## src/rtl/controlador_multiciclo.sv

```systemverilog
// ============================================================================
// controlador_multiciclo
// ----------------------------------------------------------------------------
// Control unit for the multicycle MIPS datapath (PC, IR, A/B, ULASaida, MDR,
// register file, ALU muxes, unified memory). Moore FSM with a parametrised
// memory wait-state counter, internal branch resolution from the ALU Zero
// flag, and detection of unsupported opcodes.
//
// Parameters:
//   MEM_WAIT      extra memory read cycles (0..15); the address is held for
//                 MEM_WAIT+1 cycles before data is captured.
//
// Ports:
//   Clock         single clock, rising edge.
//   Reset         synchronous, active-high; forces FETCH.
//   OpCode        IR[31:26].
//   Funct         IR[5:0].
//   Zero          ALU zero flag (combinational from the datapath).
//   PCEsc         PC write enable, branch condition already folded in.
//   FontePC       PC source: 00 ALU, 01 ULASaida, 10 jump target.
//   CtrMem        1 = memory write, 0 = read.
//   IouD          memory address: 0 PC, 1 ULASaida.
//   IREsc, MDRCtrl, RegACtrl, RegBCtrl, ULASaidaCtrl
//                 register load enables.
//   RegWrite      register file write.
//   RegDst        destination register: 0 rt, 1 rd.
//   MemParaReg    write-back data: 0 ULASaida, 1 MDR.
//   ULAFonteA     ALU A: 0 PC, 1 A.
//   ULAFonteB     ALU B: 00 B, 01 4, 10 signext(imm), 11 signext(imm)<<2.
//   ULAOp         00 add, 01 sub, 10 by funct, 11 idle.
//   IllegalOp     one-cycle pulse in DECODE for an unsupported opcode.
//   Halted        high while in HALT.
//   state         current state code, for debug.
// ============================================================================
module controlador_multiciclo #(
    parameter int MEM_WAIT = 2
) (
    input  logic       Clock,
    input  logic       Reset,
    input  logic [5:0] OpCode,
    input  logic [5:0] Funct,
    input  logic       Zero,
    output logic       PCEsc,
    output logic [1:0] FontePC,
    output logic       CtrMem,
    output logic       IouD,
    output logic       IREsc,
    output logic       MDRCtrl,
    output logic       RegACtrl,
    output logic       RegBCtrl,
    output logic       ULASaidaCtrl,
    output logic       RegWrite,
    output logic       RegDst,
    output logic       MemParaReg,
    output logic       ULAFonteA,
    output logic [1:0] ULAFonteB,
    output logic [1:0] ULAOp,
    output logic       IllegalOp,
    output logic       Halted,
    output logic [5:0] state
);

    typedef enum logic [5:0] {
        ST_FETCH    = 6'd0,
        ST_IR_LOAD  = 6'd1,
        ST_DECODE   = 6'd2,
        ST_EXEC_R   = 6'd3,
        ST_WB_R     = 6'd4,
        ST_ADDR     = 6'd5,
        ST_RD_WAIT  = 6'd6,
        ST_MDR_LOAD = 6'd7,
        ST_WB_LW    = 6'd8,
        ST_MEM_WR   = 6'd9,
        ST_EXEC_I   = 6'd10,
        ST_WB_I     = 6'd11,
        ST_BRANCH   = 6'd12,
        ST_JUMP     = 6'd13,
        ST_HALT     = 6'd14
    } state_t;

    localparam logic [5:0] OP_RTYPE = 6'b000000;
    localparam logic [5:0] OP_LW    = 6'b100011;
    localparam logic [5:0] OP_SW    = 6'b101011;
    localparam logic [5:0] OP_ADDI  = 6'b001000;
    localparam logic [5:0] OP_BEQ   = 6'b000100;
    localparam logic [5:0] OP_BNE   = 6'b000101;
    localparam logic [5:0] OP_J     = 6'b000010;
    localparam logic [5:0] FN_NOP   = 6'b000000;
    localparam logic [5:0] FN_BREAK = 6'b001101;

    // The wait counter is only 4 bits wide, so MEM_WAIT is used modulo 16.
    localparam logic [3:0] WAIT_INIT = 4'(MEM_WAIT);

    state_t     state_q, state_d;
    logic [3:0] wcnt_q, wcnt_d;
    logic       is_bne_q, is_bne_d;

    assign state = state_q;

    // State register, wait counter and latched branch type. Reset wins over
    // any pending transition and re-arms the counter for the first fetch.
    always_ff @(posedge Clock) begin
        if (Reset) begin
            state_q  <= ST_FETCH;
            wcnt_q   <= WAIT_INIT;
            is_bne_q <= 1'b0;
        end else begin
            state_q  <= state_d;
            wcnt_q   <= wcnt_d;
            is_bne_q <= is_bne_d;
        end
    end

    // Next-state logic and Moore output decode. Every output defaults to its
    // idle value; each state only raises what it needs. The counter reloads
    // to WAIT_INIT whenever it is not counting, so any entry into FETCH or
    // RD_WAIT starts with a full wait.
    always_comb begin
        state_d      = state_q;
        wcnt_d       = WAIT_INIT;
        is_bne_d     = is_bne_q;

        PCEsc        = 1'b0;
        FontePC      = 2'b00;
        CtrMem       = 1'b0;
        IouD         = 1'b0;
        IREsc        = 1'b0;
        MDRCtrl      = 1'b0;
        RegACtrl     = 1'b0;
        RegBCtrl     = 1'b0;
        ULASaidaCtrl = 1'b0;
        RegWrite     = 1'b0;
        RegDst       = 1'b0;
        MemParaReg   = 1'b0;
        ULAFonteA    = 1'b0;
        ULAFonteB    = 2'b00;
        ULAOp        = 2'b11;
        IllegalOp    = 1'b0;
        Halted       = 1'b0;

        case (state_q)
            ST_FETCH: begin
                IouD   = 1'b0;
                CtrMem = 1'b0;
                if (wcnt_q != 4'd0) begin
                    wcnt_d = wcnt_q - 4'd1;
                end else begin
                    state_d = ST_IR_LOAD;
                end
            end

            ST_IR_LOAD: begin
                IREsc     = 1'b1;
                PCEsc     = 1'b1;
                FontePC   = 2'b00;
                ULAFonteA = 1'b0;
                ULAFonteB = 2'b01;
                ULAOp     = 2'b00;
                state_d   = ST_DECODE;
            end

            // Operands are latched and the branch target is precomputed
            // speculatively while the opcode is dispatched.
            ST_DECODE: begin
                RegACtrl     = 1'b1;
                RegBCtrl     = 1'b1;
                ULAFonteA    = 1'b0;
                ULAFonteB    = 2'b11;
                ULAOp        = 2'b00;
                ULASaidaCtrl = 1'b1;
                case (OpCode)
                    OP_RTYPE: begin
                        if (Funct == FN_BREAK) begin
                            state_d = ST_HALT;
                        end else if (Funct == FN_NOP) begin
                            state_d = ST_FETCH;
                        end else begin
                            state_d = ST_EXEC_R;
                        end
                    end
                    OP_LW, OP_SW: state_d = ST_ADDR;
                    OP_ADDI:      state_d = ST_EXEC_I;
                    OP_BEQ, OP_BNE: begin
                        state_d  = ST_BRANCH;
                        is_bne_d = OpCode[0];
                    end
                    OP_J:         state_d = ST_JUMP;
                    default: begin
                        // PC has already advanced, so the bad word is skipped.
                        IllegalOp = 1'b1;
                        state_d   = ST_FETCH;
                    end
                endcase
            end

            ST_EXEC_R: begin
                ULAFonteA    = 1'b1;
                ULAFonteB    = 2'b00;
                ULAOp        = 2'b10;
                ULASaidaCtrl = 1'b1;
                state_d      = ST_WB_R;
            end

            ST_WB_R: begin
                RegWrite   = 1'b1;
                RegDst     = 1'b1;
                MemParaReg = 1'b0;
                state_d    = ST_FETCH;
            end

            // IR is still held, so OpCode[3] separates sw (1) from lw (0).
            ST_ADDR: begin
                ULAFonteA    = 1'b1;
                ULAFonteB    = 2'b10;
                ULAOp        = 2'b00;
                ULASaidaCtrl = 1'b1;
                state_d      = OpCode[3] ? ST_MEM_WR : ST_RD_WAIT;
            end

            ST_RD_WAIT: begin
                IouD = 1'b1;
                if (wcnt_q != 4'd0) begin
                    wcnt_d = wcnt_q - 4'd1;
                end else begin
                    state_d = ST_MDR_LOAD;
                end
            end

            ST_MDR_LOAD: begin
                IouD    = 1'b1;
                MDRCtrl = 1'b1;
                state_d = ST_WB_LW;
            end

            ST_WB_LW: begin
                RegWrite   = 1'b1;
                RegDst     = 1'b0;
                MemParaReg = 1'b1;
                state_d    = ST_FETCH;
            end

            ST_MEM_WR: begin
                IouD    = 1'b1;
                CtrMem  = 1'b1;
                state_d = ST_FETCH;
            end

            ST_EXEC_I: begin
                ULAFonteA    = 1'b1;
                ULAFonteB    = 2'b10;
                ULAOp        = 2'b00;
                ULASaidaCtrl = 1'b1;
                state_d      = ST_WB_I;
            end

            ST_WB_I: begin
                RegWrite   = 1'b1;
                RegDst     = 1'b0;
                MemParaReg = 1'b0;
                state_d    = ST_FETCH;
            end

            // The ALU compares A and B; bne simply inverts the taken sense.
            ST_BRANCH: begin
                ULAFonteA = 1'b1;
                ULAFonteB = 2'b00;
                ULAOp     = 2'b01;
                FontePC   = 2'b01;
                PCEsc     = Zero ^ is_bne_q;
                state_d   = ST_FETCH;
            end

            ST_JUMP: begin
                FontePC = 2'b10;
                PCEsc   = 1'b1;
                state_d = ST_FETCH;
            end

            ST_HALT: begin
                Halted  = 1'b1;
                state_d = ST_HALT;
            end

            default: begin
                state_d = ST_FETCH;
            end
        endcase
    end

endmodule
```

## config.mk

```make
export PLATFORM = sky130hd
export DESIGN_NAME = controlador_multiciclo
export DESIGN_NICKNAME = d
export VERILOG_FILES = /design/src/rtl/controlador_multiciclo.sv
export SDC_FILE = /design/constraint.sdc
export NUM_CORES = 1
export LEC_CHECK = 0
export CORE_ASPECT_RATIO = 1.4
export CORE_UTILIZATION = 35
export DETAILED_ROUTE_END_ITERATION = 7
export PLACE_DENSITY = 0.79
export SLEW_MARGIN = 5
export SYNTH_ARGS = -nofsm -noshare
export SYNTH_HDL_FRONTEND = slang
export SYNTH_SLANG_ARGS = --single-unit
export TNS_END_PERCENT = 20
```

## constraint.sdc

```tcl
create_clock -name Clock -period 1.6 [get_ports Clock]
set_input_delay 0.24 -clock Clock [delete_from_list [all_inputs] [get_ports Clock]]
set_output_delay 0.24 -clock Clock [all_outputs]
set_load 0.02 [all_outputs]
```

# Word level (Yosys, flattened, before mapping)
# Index checks and enable logic that the tools add are counted.
# Widths: inputs -> output; s select.
[totals]
register_bits = 11
inputBits = 15
output_inout_bits = 26
word_cells = 72
[classes]
add_sub_neg = 1
n_eq_ne = 23
n_mux = 24
bitwise_logic = 3
n_reduce_logical = 18
[ops]
columns = ["operator", "n"]
rows = [
  ["$eq 6x4->1 const B", 9],
  ["$pmux 6 s9", 1],
  ["$eq 6x3->1 const B", 6],
  ["$pmux 6 s5", 1],
  ["$eq 6x2->1 const B", 3],
  ["$logic_not 6->1", 3],
  ["$mux 1", 13],
  ["$eq 6x6->1 const B", 2],
  ["$mux 6", 2],
  ["$pmux 2 s3", 2],
  ["$reduce_or 4->1", 3],
  ["$reduce_or 2->1", 5],
  ["$reduce_or 3->1", 3],
  ["$mux 4", 2],
  ["$reduce_or 7->1", 1],
  ["$eq 6x1->1 const B", 1],
  ["$ne 2x2->1 const B", 2],
  ["$pmux 2 s2", 1],
  ["$reduce_and 2->1", 2],
  ["$reduce_bool 4->1", 1],
  ["$sub 4x1->4 const B", 1],
  ["$mux 2", 1],
  ["$not 1->1", 2],
  ["$pmux 1 s2", 1],
  ["$xor 1x1->1", 1],
]

# Longest topological paths before layout
[logic_depth]
word_depth = 5
mapped_depth = 6
mapped_depth_nobuf = 6

# Worst setup path after synthesis
# OpenSTA, ideal clock, no wires.
[synth_path]
path_kind = "reg-to-output"
startpoint = "reg state_q[0], in the netlist state[0]"
endpoint = "out IouD"
t_arrival_ns = 1.794
setup_slack_ns = -0.434
path_stages_with_launch = 5
path_cell_list = "dfxtp_1 -> clkbuf_1 -> nand2_1 -> nor3_1 -> o21bai_1"
[synth_between]
elab_chain_len = 3
word_cells_on_any_way = 5
cone_classes = "eq/ne (3); mux (1); reduce/logical (1)"
[synth_rtl]
columns = ["element", "line_no", "rtl"]
rows = [
  ["start, declared", "94", "state_t state_q, state_d;"],
  ["start signal, assigned", "108", "state_q <= state_d;"],
  ["$eq 6x3->1 / $eq 6x4->1 (equally long branches)", "141", "case (state_q)"],
  ["$reduce_or 3->1 (no line) (*)", "-", ""],
  ["$mux 1 (*)", "141", ""],
  ["end, declared", "46", "output logic IouD,"],
]
# Every way passes the cells marked *; elsewhere a longest branch is shown, timed or not.

# Worst setup path in the final report
[layout_path]
startpoint = "reg state_q[3], in the netlist state[3]"
endpoint = "out ULAFonteB[0]"
[layout_between]
elab_chain_len = 3
word_cells_on_any_way = 6
cone_classes = "eq/ne (4); mux (1); reduce/logical (1)"
[layout_rtl]
columns = ["element", "line_no", "rtl"]
rows = [
  ["$eq 6x4->1 / $eq 6x3->1 (equally long branches)", "141", ""],
  ["$reduce_or 2->1 (no line)", "-", ""],
  ["$pmux 2 s3 (*)", "141", ""],
  ["end, declared", "56", "output logic [1:0] ULAFonteB,"],
]
# Marked as above.

==> results list <==
* Outcome: finished, violations left
* Failing checks: setup timing
- For the final routed database, the setup TNS stands at -853 ps.
- Critical path capture point type: output port
* Critical Path RT: 1360 ps
* Async set-or-reset flop fraction in the synthesized netlist: 0%
- Largest stage delay, worst path: 600 ps
- The layout has 221 filler cells.
- Number of flops mapped to enable cells by yosys: 0
* Routed Antenna Nets: 0
- During synthesis, Yosys emitted a total of 0 warnings.
- Walking the worst path, the cells encountered are or4b_4 > or2b_1 > buf_6.
- Power density over cell area: 934 mW/mm²
- The number of endpoints with negative hold slack in the final report was 0.
- Summed over all layers, the routed wires come to 3.19 mm.
- Global-route wire length before repair: 5.31 mm
* Worst Path Arrival: 1510 ps
- In this run, CTS created clock tree buffers numbering 3.
- CTS built an H-tree with a depth of 1.
* Maximum fanout along the worst path: 4
* Share of post-route cells with drive strength above 1: 43.1%
* First-pass DRT Iterations: 4
* DIE HEIGHT: 63.3 µm
- The number of global-route vias before repair is 1234.
* Count of cells along the worst hold path: 2
- Slack of the worst reg-to-reg path: -90 ps
- Worst reg2reg path endpoint: state[3]
- Largest net degree at the start of global routing: 19
* Reg2reg start: state[3]
- After detailed routing, the average wire length per cell comes to 13.9 µm.
- Hold path startpoint: is_bne_q
- Cell count after synthesis: 134
* Number of buffers inserted for hold repair after clock tree synthesis: 0
* Routability cong.: 0.963
* TritonCTS clock tree: built
- Number of setup buffers added after CTS: 0
- Number of nets in the layout: 212
* Register bit count reported by yosys: 9
- Layout Area Growth over Synthesis: 78.9%
- Category of the worst setup path launch point: flop
* Classification of the worst setup path: flop to output port
- Using the TritonRoute via totals, the vias-per-cell ratio works out to 5.45.
- Placed wire-length estimate: 2.53 mm
- All-layer global routing usage: 24.0%
- The number of antenna diodes in the final layout is 0.
- # port buffers: 38
* Most heavily used metal layer in global routing: met2
- In the routed design, unresolved DRC markers number 0.
- Yosys mapped the design onto 47 distinct sky130hd cell types.
* Post-Place Setup Slack: -681 ps
- The root buffer cell chosen for the clock tree is clkbuf_4.
- Most used DFF post-synth: dfxtp_1
- Part of the cycle the worst path needs: 109%
* Layout Skew: 2.00 ps
* Clock slew seen by the registers of the worst setup and hold paths: 60 ps
- Summing over every cut layer, the via total after detailed routing is 1248.
- The number of antenna violations at the first check in global routing came to 0.
* IO Count: 41
- Routing usage on met1: 25.0%
- Setup slack on the critical path of the routed design comes to -145 ps.
* Clk sink count: 9
- Max-cap violations: 0
* Min-delay worst type: flop to flop
- The die covers 0.00290 mm².
* Final critical delay including setup and external delays: 1750 ps
* Sum of overflow across all layers after global routing: 0
- End point of the most critical hold path: is_bne_q
- After floorplanning, the core was divided into 21 placement rows.
* Number of max-slew violations in the final report: 0
- Part of the Yosys area used for sequential elements: 19.2%
- For met2 alone, demand over resource in global routing was 45.0%.
- Maximum achievable frequency: 573 MHz
- The worst-case IR drop observed on VDD is 0.437 mV.
- Cell with the biggest individual delay on the critical path: or4b_4
* Static leakage power: 0.000703 µW
- A synthesized cell averages 7.00 µm².
- The region available for standard cell placement spans 0.00247 mm².
* Detailed router's first-iteration violation count: 40
- Depth of the most critical reg-to-reg path: 6
* Starting Density: 38.0%
- For this run, the share of the core covered by cells in the final layout is 68.0%.
* Worst skew pair latency: 260 ps
- Setup violations remaining at the end of the flow were counted as 14.
* Largest buffer count on any clock path: 2
* Area of the mapped netlist: 938 µm²
- The critical path starts at state[3].
- Global routing met3 resource utilization: 4.30%
- The die is 45.8 µm wide.
- Hold is met by 479 ps.
- Setup repair after global routing missed its margin: true
==> cell usage after synthesis (3+ instances only) <==
library cell	number	area share (%)
xnor2_1	3	2.8
clkbuf_1	9	3.6
dfxtp_1	9	19
nand3_1	5	2.7
nor2_1	19	7.6
o21ai_0	5	2.7
nand2_1	7	2.8
nor3_1	11	5.9
a21oi_1	5	2.7
o22ai_1	3	2.0
nand2b_1	6	4.0
buf_4	3	2.4
inv_1	6	2.4
==> where the power goes <==
part	internal [µW]	total, µW	switching [µW]
Sequential	285	328	42.9
Clock	96.3	179	82.2
Combinational	513	1060	549
==> layout by cell type, fill, tap and decap left out, types with 4 or more instances in the layout <==
| cell | netlist | routed |
|---|---|---|
| buf_6 | 1 | 8 |
| nor3_1 | 11 | 6 |
| inv_1 | 6 | 6 |
| nor2_1 | 19 | 19 |
| dlygate4sd2_1 | 0 | 8 |
| buf_2 | 0 | 5 |
| o21ai_0 | 5 | 4 |
| buf_4 | 3 | 35 |
| nand2_1 | 7 | 6 |
| nand3_1 | 5 | 4 |
| dfxtp_1 | 9 | 5 |
| clkdlybuf4s50_1 | 0 | 10 |
==> per-layer routing <==
| layer | vias to the layer above | part of all wire (%) |
|---|---|---|
| li1 | 600 | - |
| met1 | 590 | 36 |
| met2 | 48 | 58 |
| met3 | 10 | 3.7 |
| met4 | 0 | 2.1 |
| met5 | - | 0 |
==> flip-flops by register name, indices dropped and copies added, names as in the netlist <==
name,count
state,4
wcnt_q,4
is_bne_q,1
==> logic make-up after synthesis <==
group           synth area share, %
buf+inv                        11.1
simple gates                   38.8
fa+ha+maj                      1.33
xor+xnor                       3.73
compound gates                 25.5
other cells                   0.400
flops                          19.2
==> how the worst max path moves through the flow <==
stage	slack (ps)	end	cells past startpoint
after floorplan	-90	state[3]	6
after global placement	-550	IllegalOp	6
after detailed placement	-680	IllegalOp	6
after CTS	-170	ULAFonteB[0]	3
after global routing	-190	ULAFonteB[0]	3
final	-150	ULAFonteB[0]	3
==> layout make-up <==
cell class | instances | area [µm²] | area share, %
clock buffers | 4 | 26.3 | 1.56
inverters | 7 | 31.3 | 1.86
flip-flops and latches | 9 | 190 | 11.3
multi-input cells | 105 | 803 | 47.8
well taps | 34 | 42.5 | 2.53
repair buffers | 70 | 586 | 34.9
==> timing repair <==
action	4_1_cts	5_1_grt
endpoints found under the hold margin	0	0
pin swaps	5	5
resized for setup	109	21
setup endpoints to repair	31	27
==> through the flow <==
stage | total power (µW) | std cells | cell area, µm²
floorplan | 846 | 135 | 985
global placement | 1250 | 225 | 1560
detailed placement | 1290 | 225 | 1560
CTS | 1490 | 229 | 1640
global route | 1660 | 229 | 1680
finish | 1570 | 229 | 1680
==> worst max-delay path, delay by kind of cell (launching register included) <==
kind / cells / cell delay [ps]
and+or+nand+nor: 2 / 800
buffers and inverters: 1 / 110
DFF: 1 / 330
(Power assumes the default switching activity.)
